## config.mk

```make
export PLATFORM = sky130hd
export DESIGN_NAME = serial_adder
export DESIGN_NICKNAME = d
export VERILOG_FILES = /design/src/rtl/serial_adder_pkg.sv /design/src/rtl/serial_adder_full_adder.sv /design/src/rtl/serial_adder.sv
export SDC_FILE = /design/constraint.sdc
export NUM_CORES = 1
export LEC_CHECK = 0
export ABC_AREA = 1
export BUFFER_PORTS_ARGS = -buffer_cell sky130_fd_sc_hd__buf_2
export CAP_MARGIN = 5
export CELL_PAD_IN_SITES_DETAIL_PLACEMENT = 1
export CELL_PAD_IN_SITES_GLOBAL_PLACEMENT = 2
export CORE_MARGIN = 2
export CORE_UTILIZATION = 31
export DETAILED_ROUTE_END_ITERATION = 16
export PLACE_DENSITY = 0.78
export SYNTH_ARGS = -nofsm -noshare
export SYNTH_HDL_FRONTEND = slang
export SYNTH_SLANG_ARGS = --single-unit
```

## constraint.sdc

```tcl
create_clock -name clk -period 1.8 [get_ports clk]
set_clock_uncertainty 0.05 [all_clocks]
set_input_delay 0.09 -clock clk [delete_from_list [all_inputs] [get_ports clk]]
set_output_delay 0.09 -clock clk [all_outputs]
set_load 0.03 [all_outputs]
```

## src/rtl/serial_adder_pkg.sv

```systemverilog
// Shared definitions for the bit-serial adder: FSM encoding and counter sizing.
`timescale 1ns/1ps
package serial_adder_pkg;

   typedef enum logic [1:0] {
      ST_IDLE = 2'd0,
      ST_RUN  = 2'd1,
      ST_DONE = 2'd2
   } state_e;

   // Bit counter width: enough to hold WIDTH-1, never narrower than one bit.
   function automatic int cnt_width(input int w);
      return (w > 1) ? $clog2(w) : 1;
   endfunction

endpackage

```

## src/rtl/serial_adder_full_adder.sv

```systemverilog
// Single-bit full-adder cell shared by every bit position of the serial adder.
`timescale 1ns/1ps
module full_adder (
   input  logic a,
   input  logic b,
   input  logic cin,
   output logic s,
   output logic cout
);

   // Sum is the parity of the three inputs, carry is their majority.
   always_comb begin
      s    = a ^ b ^ cin;
      cout = (a & b) | (a & cin) | (b & cin);
   end

endmodule

```

## src/rtl/serial_adder.sv

```systemverilog
// Bit-serial WIDTH-bit adder: operands are captured on a valid/ready
// handshake, then summed LSB-first one bit per clock through one full adder.
`timescale 1ns/1ps
module serial_adder
   import serial_adder_pkg::*;
#(
   parameter int WIDTH = 8
) (
   input  logic             clk,
   input  logic             rst_n,
   input  logic             start_valid,
   output logic             start_ready,
   input  logic [WIDTH-1:0] a,
   input  logic [WIDTH-1:0] b,
   input  logic             cin,
   output logic [WIDTH-1:0] sum,
   output logic             cout,
   output logic             done,
   output logic             busy
);

   localparam int CW = cnt_width(WIDTH);

   state_e           state_q, state_d;
   logic [WIDTH-1:0] shift_a_q, shift_a_d;
   logic [WIDTH-1:0] shift_b_q, shift_b_d;
   logic [WIDTH-1:0] acc_q, acc_d;
   logic [WIDTH-1:0] acc_shift;
   logic [WIDTH-1:0] sum_q, sum_d;
   logic             carry_q, carry_d;
   logic             cout_q, cout_d;
   logic [CW-1:0]    cnt_q, cnt_d;
   logic             fa_s;
   logic             fa_c;
   logic             last_bit;

   full_adder u_fa (
      .a    (shift_a_q[0]),
      .b    (shift_b_q[0]),
      .cin  (carry_q),
      .s    (fa_s),
      .cout (fa_c)
   );

   assign last_bit = (cnt_q == CW'(WIDTH - 1));

   // FSM state register.
   always_ff @(posedge clk or negedge rst_n) begin
      if (!rst_n) begin
         state_q <= ST_IDLE;
      end else begin
         state_q <= state_d;
      end
   end

   // FSM next state: accept in IDLE, leave RUN after the MSB, DONE lasts one cycle.
   always_comb begin
      state_d = state_q;
      case (state_q)
         ST_IDLE: if (start_valid) state_d = ST_RUN;
         ST_RUN:  if (last_bit)    state_d = ST_DONE;
         ST_DONE:                  state_d = ST_IDLE;
         default:                  state_d = ST_IDLE;
      endcase
   end

   // FSM outputs decoded from state only, so no input reaches an output combinationally.
   always_comb begin
      start_ready = (state_q == ST_IDLE);
      busy        = (state_q != ST_IDLE);
      done        = (state_q == ST_DONE);
   end

   // Datapath registers; reset clears partial results so an aborted add leaves nothing behind.
   always_ff @(posedge clk or negedge rst_n) begin
      if (!rst_n) begin
         shift_a_q <= '0;
         shift_b_q <= '0;
         acc_q     <= '0;
         sum_q     <= '0;
         carry_q   <= 1'b0;
         cout_q    <= 1'b0;
         cnt_q     <= '0;
      end else begin
         shift_a_q <= shift_a_d;
         shift_b_q <= shift_b_d;
         acc_q     <= acc_d;
         sum_q     <= sum_d;
         carry_q   <= carry_d;
         cout_q    <= cout_d;
         cnt_q     <= cnt_d;
      end
   end

   // Datapath next values: load on accept, shift one bit per RUN cycle, publish on the MSB.
   always_comb begin
      shift_a_d = shift_a_q;
      shift_b_d = shift_b_q;
      acc_d     = acc_q;
      sum_d     = sum_q;
      carry_d   = carry_q;
      cout_d    = cout_q;
      cnt_d     = cnt_q;
      acc_shift = acc_q >> 1;
      acc_shift[WIDTH-1] = fa_s;
      case (state_q)
         ST_IDLE: begin
            if (start_valid) begin
               shift_a_d = a;
               shift_b_d = b;
               carry_d   = cin;
               cnt_d     = '0;
            end
         end
         ST_RUN: begin
            shift_a_d = shift_a_q >> 1;
            shift_b_d = shift_b_q >> 1;
            acc_d     = acc_shift;
            carry_d   = fa_c;
            if (last_bit) begin
               // Counter parks at WIDTH-1 instead of wrapping; the next accept clears it.
               sum_d  = acc_shift;
               cout_d = fa_c;
            end else begin
               cnt_d = cnt_q + 1'b1;
            end
         end
         default: ;
      endcase
   end

   assign sum  = sum_q;
   assign cout = cout_q;

endmodule

```

# Yosys cells after proc, flatten, opt, wreduce, memory -nomap -nowiden
# Index checks and enable logic that the tools add are counted.
# W data, S select, Z words.
# word_totals
in_bits	20
wordCells	41
output_inout_bits	12
register_bits	39
# classes
bitwise_logic	7
n_addsub	1
reduce_logical	7
muxes	12
eq_ne	6
# op_table
cell	count
$pmux W8 S2	2
$mux W8	2
$mux W3	2
$ne A2 B2 Y1 const B	3
$pmux W3 S2	1
$reduce_and A2 Y1	3
$mux W2	2
$pmux W2 S2	1
$reduce_bool A2 Y1	2
$add A3 B1 Y3 const B	1
$and A1 B1 Y1	3
$eq A3 B3 Y1 const B	1
$reduce_and A3 Y1	1
$eq A2 B1 Y1 const B	1
$eq A2 B2 Y1 const B	1
$logic_not A2 Y1	1
$or A1 B1 Y1	2
$pmux W1 S2	1
$xor A1 B1 Y1	2
$mux W1	1

# Logic depth before layout (Yosys ltp)
# Gate-level depths: netlist of the first run.
# logic_depth
word_depth	4
mapped_depth	7
mapped_depth_nobuf	6

# Modules after synthesis
# Synthesis of the first run repeated with hierarchy kept, for this count alone.
# hier_totals
cells_unflattened	213
hier_area_um2	1767.9
# modules_own_cells
mod	instances	seq_area_each_um2	area_per_inst_um2	cells_per_inst
serial_adder	1	950.9	1747.9	212
full_adder	1	0.0	20.0	1

# Worst setup path after synthesis of the first run
# Ideal clock, no wire load.
# synth_timing
path_type	register to register
start	register state_q[0]
end	register cnt_q[0]
setup_ps	119
synth_period_minus_slack_ps	1569
n_path_buf	1
path_slack_ps	231
required_time_ps	1631
arrival_ps	1400
stages_incl_launch_ff	6
path_cell_list	dfrtp_1 -> buf_6 -> nor2_1 -> nand2_1 -> nand3_1 -> nand2_1
# synth_between
elab_chain_len	3
elab_cells_between_ends	7
cone_classes	3 x eq/ne; 1 x mux; 3 x reduce/logical
# synth_lines
item	line_no	rtl
start, declared	serial_adder.sv:24	state_e state_q, state_d;
start signal, assigned	serial_adder.sv:52	state_q <= state_d;
$logic_not A2 Y1 (*)	n/a	
via start_ready	serial_adder.sv:12	output logic start_ready,
$ne A2 B2 Y1 (no source line) or $reduce_bool A2 Y1 (tied branches)	n/a	
$reduce_and A3 Y1 (no source line)	n/a	
end signal, assigned	serial_adder.sv:91	cnt_q <= cnt_d;
end, declared	serial_adder.sv:32	logic [CW-1:0] cnt_q, cnt_d;
# Mark *: on every way through the listed nets, which the timed path passes. The rest lies on a longest branch.
# A chain may end at the register's enable or synchronous reset.

# Worst setup path in the final report of the first run
# layout_timing
start	register state_q[0]
end	output start_ready
# layout_between
elab_chain_len	1
# layout_lines
item	line_no	rtl
$logic_not A2 Y1	serial_adder.sv:69	start_ready = (state_q == ST_IDLE);
end, declared	serial_adder.sv:12	
# No other way between the ends.

==> metrics.yaml, run 1 <==
status:
  status: "complete, no violations"
global_routing:
  grt_use_total: 0.141
  grt_first_pass_wirelength_mm: 6.91
  grt_max_degree: 39
  grt_antenna_before_repair: 0
  grt_pass1_vias: 1505
  grt-ovfl-total: 0
logic_synthesis:
  ys_ff_latch: 38
  syn_area_per_cell_um2: 8.08
  syn_nets: 236
  syn_area_um2: 1720
  ys_types: 14
  seq_area_frac_synth: 0.552
  synthCells: 213
  yosysWarnings: 0
worst_setup_path:
  cp_slowest_cell: "dfrtp_1"
  criticalPathCategory: "reg2out"
  cp.required_ps: 1660
  worstPathCellList: "buf_4 > nor2_1 > buf_2"
  path_buf_inv: 2
  cp-start-kind: "flip-flop"
  cp_top_family: "buffers and inverters"
  cp_max_fo: 11
  end_kind: "primary output"
  cp.arrival_ps: 1430
  slowest_delay_ps: 430
timing:
  min_period_ps: 1570
  slew_headroom: 0.675
  drv_slew: 0
  setup_tns_ps: 0
  final-hold-violation-count: 0
  clock.fmax_ghz: 0.636
  hold_ws_ps: 22.7
  fin_crit_sh: 0.874
  grt_setup_unrepaired: "false"
  tightest_slew_ps: 486
  finalSetupViolCount: 0
floorplanning:
  row_count: 27
  dieArea_um2: 6170
  initial_core_util: 0.317
  core_area_um2: 5440
  io_pins: 32
  die_x_um: 78.5
  dieHeight_um: 78.5
drt:
  vias_per_cell: 4.36
  antenna_left: 0
  vias: 1401
  drtPass1Iterations: 4
  post_drt_wl_per_cell_um: 12.0
  drc: 0
  drt_iter0_drc: 68
  wl_mm: 3.84
final_layout:
  final_nets: 272
  final_util: 0.380
  areaGrowthSynthToFinish_pct: 20.1
  final_cells: 321
  mostFrequentLayoutCells: "110 x nand2_1, 38 x dfrtp_1, 31 x buf_2, 20 x nand3_1, 14 x o21ai_0"
  antenna_cells: 0
  drive_above_1_share: 0.189
  final_common_cell: "nand2_1"
  nFillCells: 668
clock_network:
  cts_hold_buf: 1
  cts_tree: "done"
  path_clk_slew_ps: 70
  root_buffer: "clkbuf_8"
  clockBufferDepth: 2
  cts_resized: 0
  clock_sinks: 38
  clock_latency_ps: 280
  numCtsBuffers: 5
  cts_setup_buffers: 0
  htree_num_levels: 2
power_and_ir_drop:
  internal_power_mw: 2.03
  p_sw_mw: 1.54
  leakage_nw: 1.16
  pwr-share-seq: 0.400
  pwr-share-clk: 0.153
  peakVddDrop_uv: 725
  combPwrFrac: 0.447
  powerDensity_nw_per_um2: 1730
  sw_frac_of_total: 0.432
min_path:
  hold_path_class: "in2reg"
placement:
  dp.cells: 313
  dpl.hpwl_mm: 2.66
  finalWeightedCongestion: 0.742
  portBuffers: 31
run:
  max-cap-violations: 0
tightest hold or removal path: cells and delay by family:
kind                   cells  cell delay [ps]
AND/OR/NAND/NOR            2              160
buffers and inverters      1               80
Yosys cell counts:
cell,n,area [µm²]
nand2_1,110,413
nand3_1,20,100
clkbuf_1,1,3.75
nor2_1,4,15.0
inv_2,2,7.51
buf_4,1,7.51
buf_6,2,22.5
o21ai_0,14,70.1
buf_2,5,25.0
o21ai_4,1,16.3
dfrtp_1,38,951
fa_1,1,20.0
ha_1,2,25.0
inv_1,12,45.0
sequential cells by signal (all words and copies together), names as in the netlist:
| register | count |
|---|---|
| cnt_q | 3 |
| carry_q | 1 |
| shift_a_q | 8 |
| state_q | 2 |
| shift_b_q | 8 |
| acc_q | 7 |
| cout | 1 |
| sum | 8 |
stage by stage:
stage	power [mW]	instance area, µm²	setup WS [ps]
3_3_place_gp	3.05	1980	268
2_1_floorplan	2.60	1720	231
3_5_place_dp	3.08	1980	260
4_1_cts	3.65	2070	210
5_1_grt	3.96	2070	68.3
6_report	3.57	2070	227
area by class of cell:
cell class	count	area [µm²]	share of cell area
clock buffer	5	68.8	0.0333
tap	72	90.1	0.0436
inverter	14	52.6	0.0254
sequential	38	951	0.460
multi-input combinational	152	659	0.319
clock inverter	2	10.0	0.00484
timing repair buffer	38	235	0.114
worst paths after layout:
path                                     startpoint                        to  slack, ps  depth (start not counted)
setup / recovery             state_q[0]$_DFFE_PN0P_               start_ready        230                          3
hold / removal                                 a[7]  shift_a_q[7]$_DFFE_PN0P_         20                          3
setup reg to reg               cnt_q[0]$_DFFE_PN0P_        sum[5]$_DFFE_PN0P_        270                          5
hold reg to reg            shift_a_q[7]$_DFFE_PN0P_  shift_a_q[7]$_DFFE_PN0P_        430                          2
max in group asynchronous                     rst_n      acc_q[2]$_DFFE_PN0P_       1260                          3
min in group asynchronous                     rst_n      cnt_q[0]$_DFFE_PN0P_        250                          3
layer usage:
layer  wire length (µm)  part of all wire  GRT usage  vias to the layer above
met3                138             0.036     0.0322                        5
met5                  0                 0          0                        -
met2               1690              0.44      0.225                       23
met4                 55             0.014     0.0474                        0
li1                   -                 -          -                      730
met1               1950              0.51      0.188                      643
power groups by stage:
stage               registers, mW  logic (mW)  clock network (mW)
floorplan                    1.58        1.02                   0
global placement             1.44        1.60                   0
detailed placement           1.44        1.63                   0
CTS                          1.43        1.64               0.576
global route                 1.48        1.87               0.603
finish                       1.43        1.60               0.548
logic make-up after synthesis:
family                   after synthesis  share of synthesized area
AND/OR/NAND/NOR                      134                      0.307
flip-flops                            38                      0.552
buffers and inverters                 23                     0.0647
AO/OA/AOI/OAI                         15                     0.0501
adder cells (fa/ha/maj)                3                     0.0262
(Power assumes the default switching activity.)
==> run 2: changes to the inputs <==
CORE_UTILIZATION = 28   (was 31)
PLACE_DENSITY = 0.74   (was 0.78)
clock period = 1.28 ns   (was 1.8 ns; I/O delays follow)
==> metrics.yaml, run 2 (synthesized netlist as in run 1, its figures left out) <==
worst_setup_path:
  cp.required_ps: 1170  # was 1660 ps
  cp_max_fo: 4  # was 11
  cp-start-kind: "flip-flop"  # unchanged
  cp.arrival_ps: 1170  # was 1430 ps
  end_kind: "primary output"  # unchanged
  criticalPathCategory: "reg2out"  # unchanged
final_layout:
  areaGrowthSynthToFinish_pct: 35.6  # was 20.1%
  final_util: 0.394  # was 0.380
  nFillCells: 725  # was 668
  drive_above_1_share: 0.279  # was 0.189
  mostFrequentLayoutCells: "107 x nand2_1, 38 x dfrtp_1, 28 x buf_2, 20 x nand3_1, 12 x buf_4"  # was 110 x nand2_1, 38 x dfrtp_1, 31 x buf_2, 20 x nand3_1, 14 x o21ai_0
  antenna_cells: 0  # unchanged
  final_nets: 287  # was 272
  final_common_cell: "nand2_1"  # unchanged
drt:
  drc: 0  # unchanged
  drt_iter0_drc: 81  # was 68
  antenna_left: 0  # unchanged
  post_drt_wl_per_cell_um: 12.4  # was 12.0 µm
  vias_per_cell: 4.47  # was 4.36
  drtPass1Iterations: 4  # unchanged
  wl_mm: 4.23  # was 3.84 mm
  vias: 1520  # was 1401
status:
  violations: "negative setup slack"
  status: "finished, violations left"  # was complete, no violations
timing:
  min_period_ps: 1290
  finalSetupViolCount: 1  # was 0
  grt_setup_unrepaired: "true"  # was false
  tightest_slew_ps: 254  # was 486 ps
  setup_tns_ps: -8.20  # was 0 ps
  fin_crit_sh: 1.01
  slew_headroom: 0.830  # was 0.675
  clock.fmax_ghz: 0.776
  final-hold-violation-count: 0  # unchanged
  finalWorstSetupSlack_ps: -8.20  # was 227 ps
  drv_slew: 0  # unchanged
global_routing:
  grt_use_total: 0.144  # was 0.141
  gr-usage-met2: 0.224  # was 0.225
  busiest_layer: "met2"  # unchanged
  grt_pass1_vias: 1559  # was 1505
  gr-usage-met1: 0.197  # was 0.188
  grt_max_degree: 39  # unchanged
  grtUsageMet3: 0.0337  # was 0.0322
  grt_antenna_before_repair: 0  # unchanged
  grt-ovfl-total: 0  # unchanged
  grt_first_pass_wirelength_mm: 7.32  # was 6.91 mm
floorplanning:
  initial_core_util: 0.291  # was 0.317
  die_x_um: 82.4  # was 78.5 µm
  row_count: 28  # was 27
  core_area_um2: 5920  # was 5440 µm²
  io_pins: 32  # unchanged
  dieArea_um2: 6790  # was 6170 µm²
  dieHeight_um: 82.4  # was 78.5 µm
clock_network:
  clock_latency_ps: 290  # was 280 ps
  root_buffer: "clkbuf_8"  # unchanged
  cts_tree: "done"  # unchanged
  numCtsBuffers: 5  # unchanged
  clock_sinks: 38  # unchanged
  path_clk_slew_ps: 80  # was 70 ps
  htree_num_levels: 2  # unchanged
  clockBufferDepth: 2  # unchanged
placement:
  portBuffers: 31  # unchanged
  finalWeightedCongestion: 0.714  # was 0.742
  dpl.hpwl_mm: 2.88  # was 2.66 mm
power_and_ir_drop:
  power_mw: 5.87  # was 3.57 mW
  powerDensity_nw_per_um2: 2510  # was 1730 nW/µm²
  leakage_nw: 1.26  # was 1.16 nW
  peakVddDrop_uv: 890  # was 725 µV
run:
  max-cap-violations: 0  # unchanged
min_path:
  hold_path_class: "in2reg"  # unchanged
run 2: timing repair:
action | 4_1_cts | 5_1_grt
pin swaps | 1 | 5
buffers inserted | 4 | 1
endpoints found under the hold margin | 39 | 0
gates resized for setup | 10 | 18
setup endpoints to repair | 14 | 33
hold buffers | 2 | 0
run 2: worst max-delay path, cell delays in order, from the launching register on:
cell and delay (ps):
dfrtp_1 430, buf_6 150, nor2_4 130, inv_2 50, buf_6 130
run 2: where the power goes:
part           switching (mW)  internal, mW  total (mW)  leakage (nW)
registers               0.301          1.72        2.02         0.486
clock network           0.445         0.580        1.02        0.0504
logic                    1.67          1.15        2.82         0.728
run 2: cell type report:
type                    count  area [µm²]  area share
flip-flops and latches     38         951       0.407
multi-input cells         152         707       0.303
repair buffers             53         417       0.178
well taps                  75        93.8      0.0402
clock buffers               5        68.8      0.0295
inverters                  14        52.6      0.0225
clock inverters             3        45.0      0.0193
run 2: path summary, 6_finish.rpt:
check	slack, ps	depth (start not counted)	to	startpoint
setup / recovery	-8	4	busy	state_q[0]$_DFFE_PN0P_
hold / removal	9	5	shift_a_q[4]$_DFFE_PN0P_	a[4]
setup reg to reg	30	3	sum[7]$_DFFE_PN0P_	shift_a_q[0]$_DFFE_PN0P_
hold reg to reg	430	2	shift_a_q[7]$_DFFE_PN0P_	shift_a_q[7]$_DFFE_PN0P_
min in group asynchronous	210	3	cnt_q[2]$_DFFE_PN0P_	rst_n
max in group asynchronous	770	3	shift_a_q[3]$_DFFE_PN0P_	rst_n
run 2: layer usage:
| metal | vias up | part of all wire |
|---|---|---|
| met5 | - | 0 |
| met4 | 0 | 0.015 |
| met3 | 7 | 0.046 |
| met2 | 28 | 0.45 |
| met1 | 723 | 0.49 |
| li1 | 762 | - |
run 2: through the flow:
stage	hold slack [ps]	area (µm²)	std cells	setup slack (ps)
after global placement	-0.301	2080	325	3.59
final	9.15	2330	340	-8.20
after global routing	25.9	2330	340	-71.3
after detailed placement	-2.95	2080	325	-17.4
after floorplan	-282	1730	213	3.80
after CTS	1.88	2270	339	-31.8
==> run 3: changes to the inputs <==
TNS_END_PERCENT = 10   (was unset)
==> metrics.yaml, run 3 (synthesized netlist as in run 1, its figures left out) <==
timing:
  finalSetupViolCount: 4  # was 1
  clock.fmax_ghz: 0.774  # was 0.776 GHz
  slew_headroom: 0.740  # was 0.830
  min_period_ps: 1290  # about the same
  drv_slew: 0  # unchanged
  grt_setup_unrepaired: "true"  # unchanged
  finalWorstSetupSlack_ps: -11.6  # was -8.20 ps
  final-hold-violation-count: 0  # unchanged
  fin_crit_sh: 1.01  # about the same
  tightest_slew_ps: 390  # was 254 ps
global_routing:
  grt-ovfl-total: 0  # unchanged
  grt_use_total: 0.141  # was 0.144
  grt_max_degree: 25  # was 39
  grt_antenna_before_repair: 0  # unchanged
  grt_first_pass_wirelength_mm: 7.16  # was 7.32 mm
  grt_pass1_vias: 1501  # was 1559
final_layout:
  multiInputGateArea_um2: 756  # was 707 µm²
  antenna_cells: 0  # unchanged
  final_cells: 343  # was 340
  areaGrowthSynthToFinish_pct: 39.8  # was 35.6%
  drive_above_1_share: 0.321  # was 0.279
  final_common_cell: "nand2_1"  # unchanged
  final_nets: 290  # was 287
  mostFrequentLayoutCells: "105 x nand2_1, 37 x dfrtp_1, 28 x buf_2, 17 x nand3_1, 12 x buf_4"  # was 107 x nand2_1, 38 x dfrtp_1, 28 x buf_2, 20 x nand3_1, 12 x buf_4
  nFillCells: 732  # was 725
  layout.area.seq_um2: 952  # was 951 µm²
placement:
  dp.cells: 327  # was 325
  finalWeightedCongestion: 0.723  # was 0.714
  portBuffers: 31  # unchanged
  dpl.hpwl_mm: 2.98  # was 2.88 mm
clock_network:
  path_clk_slew_ps: 80  # about the same
  htree_num_levels: 2  # unchanged
  clock_latency_ps: 300  # was 290 ps
  root_buffer: "clkbuf_8"  # unchanged
  numCtsBuffers: 5  # unchanged
  clockBufferDepth: 2  # unchanged
  cts_tree: "done"  # unchanged
  clock_sinks: 38  # unchanged
floorplanning:
  row_count: 28  # unchanged
  core_area_um2: 5920  # unchanged
  io_pins: 32  # unchanged
  die_x_um: 82.4  # unchanged
  dieArea_um2: 6790  # unchanged
  dieHeight_um: 82.4  # unchanged
  initial_core_util: 0.291  # unchanged
drt:
  drt_iter0_drc: 73  # was 81
  drc: 0  # unchanged
  vias: 1521  # was 1520
  post_drt_wl_per_cell_um: 12.7  # was 12.4 µm
  drtPass1Iterations: 4  # unchanged
  antenna_left: 0  # unchanged
  vias_per_cell: 4.43  # was 4.47
  wl_mm: 4.37  # was 4.23 mm
worst_setup_path:
  cp_slowest_cell: "dfrtp_2"  # was dfrtp_1
  cp.arrival_ps: 1180  # was 1170 ps
  cp_top_family: "flip-flops"  # unchanged
  criticalPathCategory: "reg2out"  # unchanged
  end_kind: "primary output"  # unchanged
  cp-start-kind: "flip-flop"  # unchanged
  cp_max_fo: 6  # was 4
  path_buf_inv: 2  # was 3
  slowest_delay_ps: 450  # was 430 ps
  cp.required_ps: 1170  # about the same
  worstPathCellList: "buf_6 > nor2_4 > buf_4"  # was buf_6 > nor2_4 > inv_2 > buf_6
power_and_ir_drop:
  peakVddDrop_uv: 1120  # was 890 µV
  power_mw: 6.02  # was 5.87 mW
  powerDensity_nw_per_um2: 2500  # was 2510 nW/µm²
  leakage_nw: 1.29  # was 1.26 nW
run:
  max-cap-violations: 0  # unchanged
status:
  violations: "negative setup slack"  # unchanged
  status: "finished, violations left"  # unchanged
min_path:
  hold_path_class: "in2reg"  # unchanged
-- run 3: tightest hold or removal path: cells and delay by family --
family | cells | cell delay, ps
simple gates | 4 | 180
buf+inv | 1 | 70
-- run 3: power by group --
part | internal (mW) | total [mW] | switching (mW)
Combinational | 1.21 | 2.97 | 1.77
Clock | 0.574 | 1.02 | 0.442
Sequential | 1.73 | 2.04 | 0.310
-- run 3: repair_timing --
item	4_1_cts	5_1_grt
setup buffers	4	1
hold endpoints to repair	40	0
pin swaps	3	8
hold buffers	3	0
endpoints found under the setup margin	18	27
resized for setup	21	24
-- run 3: path summary, 6_finish.rpt --
check,startpoint,end,slack (ps),cells after the start
setup / recovery,state_q[0]$_DFFE_PN0P_,start_ready,-10,3
max in group asynchronous,rst_n,shift_b_q[2]$_DFFE_PN0P_,560,3
hold reg to reg,shift_b_q[7]$_DFFE_PN0P_,shift_b_q[7]$_DFFE_PN0P_,430,2
setup reg to reg,cnt_q[0]$_DFFE_PN0P_,cnt_q[2]$_DFFE_PN0P_,0,7
hold / removal,b[2],shift_b_q[2]$_DFFE_PN0P_,3,5
min in group asynchronous,rst_n,acc_q[6]$_DFFE_PN0P_,160,2
-- run 3: through the flow --
stage	utilization	setup slack, ps	hold slack [ps]	setup TNS [ps]	area [µm²]
global placement	0.350	-110	-41.5	-532	2070
CTS	0.390	-39.6	2.72	-116	2310
global route	0.407	-81.6	13.2	-876	2410
detailed placement	0.350	-156	-37.8	-920	2070
finish	0.407	-11.6	3.38	-28.2	2410
floorplan	-	-33.0	-282	-259	1730
-- run 3: routing by layer --
metal  GRT usage  up-vias  wire length (µm)
li1            -      764                 -
met3      0.0370        7               189
met1       0.185      724              2030
met4      0.0500        0                54
met5           0        -                 0
met2       0.226       26              2100
-- run 3: layout make-up --
cell class              instances  share of cell area
multi-input cells             152               0.314
clock buffers                   5              0.0286
repair buffers                 56               0.183
well taps                      75              0.0390
inverters                      14              0.0229
clock inverters                 3              0.0166
flip-flops and latches         38               0.396
